--- src/rtl/commit_pc_buffer.sv ---
// Dual-lane retire PC buffer that reorders nothing: it compacts up to two PCs per cycle into a circular store and drains up to two per cycle.
// Latency: one cycle from acceptance to out_pc*, with no bypass. Backpressure: in_ready drops when fewer than two slots are free, and out_ready gates dequeue.
// Optional: define COMMIT_PC_STALL_CNT_EN to add the stall_cycles counter output.
module commit_pc_buffer #(
    parameter int DATA_WIDTH = 32,
    parameter int DEPTH      = 8
) (
    input  logic                   clk,
    input  logic                   rst,
    input  logic                   in_valid1,
    input  logic [DATA_WIDTH-1:0]  in_pc1,
    input  logic                   in_valid2,
    input  logic [DATA_WIDTH-1:0]  in_pc2,
    output logic                   in_ready,
    input  logic                   out_ready,
    output logic                   out_wen1,
    output logic [DATA_WIDTH-1:0]  out_pc1,
    output logic                   out_wen2,
    output logic [DATA_WIDTH-1:0]  out_pc2,
    output logic [$clog2(DEPTH):0] count
`ifdef COMMIT_PC_STALL_CNT_EN
    ,
    output logic [31:0]            stall_cycles
`endif
);
    localparam int PW = $clog2(DEPTH);
    localparam int CW = PW + 1;
    localparam logic [CW-1:0] FILL_MAX = CW'(DEPTH - 2);

    logic [DATA_WIDTH-1:0] mem [DEPTH];
    logic [PW-1:0]         rd_ptr;
    logic [PW-1:0]         wr_ptr;
    logic [CW-1:0]         cnt;
    logic                  accept;
    logic [1:0]            n_enq;
    logic [1:0]            n_deq;

    // Readiness looks only at the registered occupancy so a dequeue in the same cycle never opens the gate.
    assign accept   = rst && (cnt <= FILL_MAX);
    assign in_ready = accept;
    assign out_wen1 = rst && out_ready && (cnt != '0);
    assign out_wen2 = rst && out_ready && (cnt > CW'(1));
    assign out_pc1  = out_wen1 ? mem[rd_ptr] : '0;
    assign out_pc2  = out_wen2 ? mem[rd_ptr + PW'(1)] : '0;
    assign count    = rst ? cnt : '0;
    assign n_enq    = accept ? ({1'b0, in_valid1} + {1'b0, in_valid2}) : 2'd0;
    assign n_deq    = {1'b0, out_wen1} + {1'b0, out_wen2};

    always_ff @(posedge clk) begin
        if (!rst) begin
            rd_ptr <= '0;
            wr_ptr <= '0;
            cnt    <= '0;
        end else begin
            rd_ptr <= rd_ptr + PW'(n_deq);
            wr_ptr <= wr_ptr + PW'(n_enq);
            cnt    <= cnt + CW'(n_enq) - CW'(n_deq);
        end
    end

    // Storage is never cleared; occupancy alone decides which slots are visible.
    always_ff @(posedge clk) begin
        if (accept) begin
            if (in_valid1) mem[wr_ptr] <= in_pc1;
            if (in_valid2) mem[in_valid1 ? wr_ptr + PW'(1) : wr_ptr] <= in_pc2;
        end
    end

`ifdef COMMIT_PC_STALL_CNT_EN
    always_ff @(posedge clk) begin
        if (!rst) begin
            stall_cycles <= '0;
        end else if (!accept && (in_valid1 || in_valid2)) begin
            stall_cycles <= stall_cycles + 32'd1;
        end
    end
`endif

endmodule
--- config.mk ---
export PLATFORM = sky130hd
export DESIGN_NAME = commit_pc_buffer
export DESIGN_NICKNAME = d
export VERILOG_FILES = /design/src/rtl/commit_pc_buffer.sv
export SDC_FILE = /design/constraint.sdc
export NUM_CORES = 1
export LEC_CHECK = 0
export CAP_MARGIN = 10
export CORE_MARGIN = 1.5
export CORE_UTILIZATION = 35
export CTS_CLUSTER_DIAMETER = 60
export DETAILED_ROUTE_END_ITERATION = 16
export GPL_TIMING_DRIVEN = 0
export MAX_ROUTING_LAYER = met4
export REMOVE_ABC_BUFFERS = 1
export SETUP_SLACK_MARGIN = 0.15
export SLEW_MARGIN = 20
export SYNTH_ARGS = -nofsm -noshare
export SYNTH_HDL_FRONTEND = slang
export SYNTH_SLANG_ARGS = --single-unit
export TNS_END_PERCENT = 50
--- constraint.sdc ---
create_clock -name clk -period 7.05 [get_ports clk]
set_input_delay 1.0575 -clock clk [delete_from_list [all_inputs] [get_ports clk]]
set_output_delay 1.0575 -clock clk [all_outputs]
set_load 0.005 [all_outputs]
---- Word-level counts from Yosys, hierarchy flattened ----
Memories as Yosys holds them, arrays and structs flattened. A register that Yosys moved wholly into a read port is not among the register bits.
Index checks and enable logic that the tools add are counted.
W data, S select, Z words.
word-level totals
  memory bits (writable) .................. 256
  register bits ........................... 10
  memories kept ........................... 1
  output and inout port bits .............. 71
  bits in latches ......................... 0
  ROM bits ................................ 0
  word-level logic and storage cells ...... 31
memories
  name  depth  width  rd ports  clocked after Yosys merged registers in  write ports  RTL line  text
  mem   8      32     2         1                                        2            30        logic [DATA_WIDTH-1:0] mem [DEPTH];
cells by class
  eq/ne operators ......................... 0
  magnitude comparators ................... 2
  multipliers ............................. 0
  shift operators ......................... 0
  reduce and logical (&&, ||, !) cells .... 5
  muxes and demuxes ....................... 12
  add/subtract/negate cells ............... 8
  bitwise logic cells ..................... 0
  div/mod/pow operators ................... 0
operators with widths
  operator               number
  $mux W32               2
  $add A3 B1 Y3 const B  2
  $add A3 B2 Y3          2
  $mux W1                6
  $mux W3                2
  $add A1 B1 Y2          2
  $add A4 B2 Y4          1
  $gt A4 B1 Y1 const B   1
  $le A4 B3 Y1 const B   1
  $logic_and A1 B1 Y1    4
  $mux W4                1
  $reduce_bool A4 Y1     1
  $sub A4 B2 Y4          1
  $mux W2                1

---- Longest topological paths before layout ----
  depth after elaboration ................. 5
  mapped depth ............................ 14
  depth with buffers taken out ............ 13

---- Least setup slack after synthesis ----
No wires, ideal clock.
  path type ............................... input-to-reg
  start ................................... input port rst
  end ..................................... memory mem[2][0], enable pin
  arrival time ............................ 4.031 ns
  setup time .............................. 0.470 ns
  slack ................................... 2.549 ns
  cell stages on the path ................. 4
  cell sequence ........................... clkbuf_1 o21a_1 nand2_1 o31ai_1
RTL lines
  what             RTL line  text
  start, declared  9         input logic rst,
  end, declared    30

---- Worst setup path after layout ----
  start ................................... input port rst
  end ..................................... output port out_pc2[18]
on the way
  longest elaborated chain between the ends .. 3
ends and longest elaborated chain
  what                              RTL line  text
  $logic_and A1 B1 Y1 (2 in a row)  42        assign out_wen2 = rst && out_ready && (cnt > CW'(1));
  $mux W32                          44        assign out_pc2 = out_wen2 ? mem[rd_ptr + PW'(1)] : '0;
  end, declared                     19        output logic [DATA_WIDTH-1:0] out_pc2,
Every way passes these cells.

==> impl_metrics.csv <==
group,metric,value,unit
sta,finalSetupTns,0,ns
critical_path,setup.worst_path.start,"rst",
hold_path,hold_class,"reg2reg",
critical_path,crit_top_cell,"clkdlybuf4s50_1",
clock_tree,numCtsBuffers,30,
critical_path,cp_max_fo,33,
critical_path,rrSetupSlack,3.90,ns
pwr,irDropWorstVdd,0.156,mV
yosys,synth_cell_types,39,
critical_path,startpoint_type,"primary input",
pwr,seqPwrFrac,0.357,
cells_and_area,drive_gt1_frac,0.428,
pwr,sw_frac_of_total,0.291,
yosys,ys_top_cells_by_area,"edfxtp_1 49%, mux4_2 18%, mux2_2 18%",
sta,slew_violations,0,
critical_path,timing.rr.start,"cnt[2]$_SDFF_PN0_",
grt,grt.overflow.total,0,
critical_path,r2r_end,"cnt[3]$_SDFF_PN0_",
sta,final_hold_viol_count,0,
grt,grt_pass1_wl,64.0,mm
clock_tree,cts_buffer_depth,3,
drt,firstDrtPassIters,5,
hold_path,min_from,"cnt[0]$_SDFF_PN0_",
yosys,synth_top_area_cell,"edfxtp_1",
yosys,synth_top_area_frac,0.491,
pwr,total_power,0.00546,W
die,die_x,215,µm
pwr,p_clk_frac,0.289,
yosys,ys_async_sr_fraction,0,
yosys,synthCells,979,
pwr,p_leak,6.15,nW
die,initial_core_util,0.354,
drt,drt_first_iter_violations,550,
yosys,syn_area_per_cell,16.0,µm²
clock_tree,cts-root-buf,"clkbuf_16",
die,num_io_pins,140,
clock_tree,insertion_delay,0.56,ns
hold_path,hold_path_end,"cnt[0]$_SDFF_PN0_",
critical_path,crit_type,"in2out",
yosys,synth_xor_area_frac,0.00336,
sta,fmax,211,MHz
die,core-area,0.0442,mm²
cells_and_area,final_cell_mix,"256 x edfxtp_1, 250 x mux2_2, 139 x clkdlybuf4s50_1",
drt,ant_nets,0,
cells_and_area,finalNetCount,1206,
yosys,synth_top_family_by_area,"multiplexers",
yosys,ys_warn_count,0,
grt,grt_start_max_net_pins,43,
yosys,syn-cell-area,0.0157,mm²
die,fp.dieH,215,µm
clock_tree,cts_tree,"yes",
sta,fin_skew,0.00974,ns
cells_and_area,post-route-util,0.439,
yosys,synth_mux_area_frac,0.389,
yosys,synth_seq_cells,266,
yosys,yosys.area_share.simple,0.0385,
place,port_buffers,139,
grt,grt_pass1_vias,9861,
critical_path,critPathSlowestCell,"clkdlybuf4s50_1",
critical_path,slowest_delay,0.75,ns
sta,grt_setup_unrepaired,"no",
critical_path,path_cells,"clkdlybuf4s50_1 -> nand3_4 -> a21oi_1 -> clkdlybuf4s50_1",
place,placed_area,0.0184,mm²
sta,period_needed,4.74,ns
drt,vias_per_cell,5.42,
pwr,comb_power_share,0.353,
pwr,p_switching,0.00159,W
grt,antenna_found_initial,10,
drt,avgRoutedWirePerCell,24.9,µm
place,place.gp.congestion,0.767,
pwr,p_per_area,281,mW/mm²
pwr,p_int,0.00387,W
yosys,synthFlopType,"edfxtp_1",
cells_and_area,seq_area,0.00790,mm²
clock_tree,htree_num_levels,1,
sta,setup_violations,0,
cells_and_area,nFillCells,3913,
yosys,synth_compound_area_frac,0.0198,
sta,relSlewSlack,0.468,
yosys,yosysSeqAreaShare,0.504,
clock_tree,postCtsSetupBuffers,0,
grt,grt_use_total,0.193,
yosys,synthAdderAreaFrac,0.0147,
cells_and_area,finish.instance_area,0.0194,mm²
drt,num_vias,9463,
cells_and_area,final_common_cell,"edfxtp_1",
die,die-area,0.0460,mm²
cells_and_area,syn2layout_area_growth,24.0,%
sta,hold_ws,0.644,ns
critical_path,rr_worst_depth,13,
clock_tree,clkTransAtPathRegs,0.06,ns
clock_tree,cts_resized,0,
hold_path,whs_path_depth,2,
critical_path,required,5.99,ns
clock_tree,clock-sinks,266,
yosys,synth-edff-count,256,
flow_run,maxCapViolCount,0,
outcome,outcome,"finished clean",
place,hpwlAfterDp,29.1,mm
die,rows,77,
sta,tightest_slew,0.799,ns
sta,fin_crit_sh,0.672,
cells_and_area,multi_input_area,0.00747,mm²
drt,routed_wl,43.5,mm
critical_path,end_kind,"primary output",
clock_tree,hold_buffers,0,
drt,drc,0,
critical_path,arrival,3.68,ns
-- critical path: cells and delay by family --
family	cells	cell delay [ns]
AO/OA/AOI/OAI	1	0.61
buffers and inverters	2	1.34
AND/OR/NAND/NOR	1	0.64
-- cells by family (layout without fill, tap and decap cells) --
family | Yosys count | in the layout
other | 0 | 10
AO/OA/AOI/OAI | 52 | 52
XOR/XNOR | 6 | 6
adder cells (fa/ha/maj) | 16 | 16
buffers and inverters | 88 | 254
AND/OR/NAND/NOR | 135 | 135
multiplexers | 416 | 416
flip-flops | 266 | 266
-- power groups by stage --
stage | Clock (W) | Sequential, W | Combinational, W
global placement | 0 | 0.00215 | 0.00189
global route | 0.00166 | 0.00197 | 0.00208
CTS | 0.00161 | 0.00195 | 0.00196
detailed placement | 0 | 0.00198 | 0.00196
finish | 0.00158 | 0.00195 | 0.00193
floorplan | 0 | 0.00207 | 0.00128
-- routing by layer --
layer / global-route usage / vias up / share of wire
li1: - / 4250 / -
met1: 0.245 / 4920 / 0.43
met2: 0.323 / 235 / 0.50
met3: 0.0267 / 58 / 0.048
met4: 0.0535 / 0 / 0.020
met5: - / - / 0
-- synth_stat cells (all sizes together), types with 5 or more instances --
cell      n
a21oi    34
and2      9
buf      54
clkbuf   20
dfxtp    10
edfxtp  256
ha       12
inv      14
mux2    256
mux2i    32
mux4    128
nand2    70
nand3     5
nor2     40
o21bai    5
xnor2     5
-- worst max-delay path by stage --
stage	end	depth (start not counted)
floorplan	out_pc2[0]	4
global placement	out_pc2[31]	5
detailed placement	out_pc2[18]	4
CTS	out_pc2[18]	4
global route	out_pc2[23]	7
finish	out_pc2[18]	4
-- per-stage QoR --
stage | std cells | worst slack, ns
after floorplan | 905 | -0.569
after global placement | 1636 | -4.58
after detailed placement | 1681 | 2.29
after CTS | 1737 | 2.29
after global routing | 1747 | 2.18
final | 1747 | 2.31
-- cell type report --
cell class	instances	share of cell area
Clock inverter	22	0.0106
Sequential cell	266	0.407
Inverter	14	0.00271
Timing Repair Buffer	184	0.115
Antenna cell	10	0.00129
Tap cell	592	0.0381
Multi-Input combinational cell	625	0.385
Clock buffer	34	0.0405
-- state kept, by name (all words and copies together), names as in the netlist --
register  count
cnt           4
mem         256
rd_ptr        3
wr_ptr        3
Note: power is estimated with default switching activity, not from simulation.
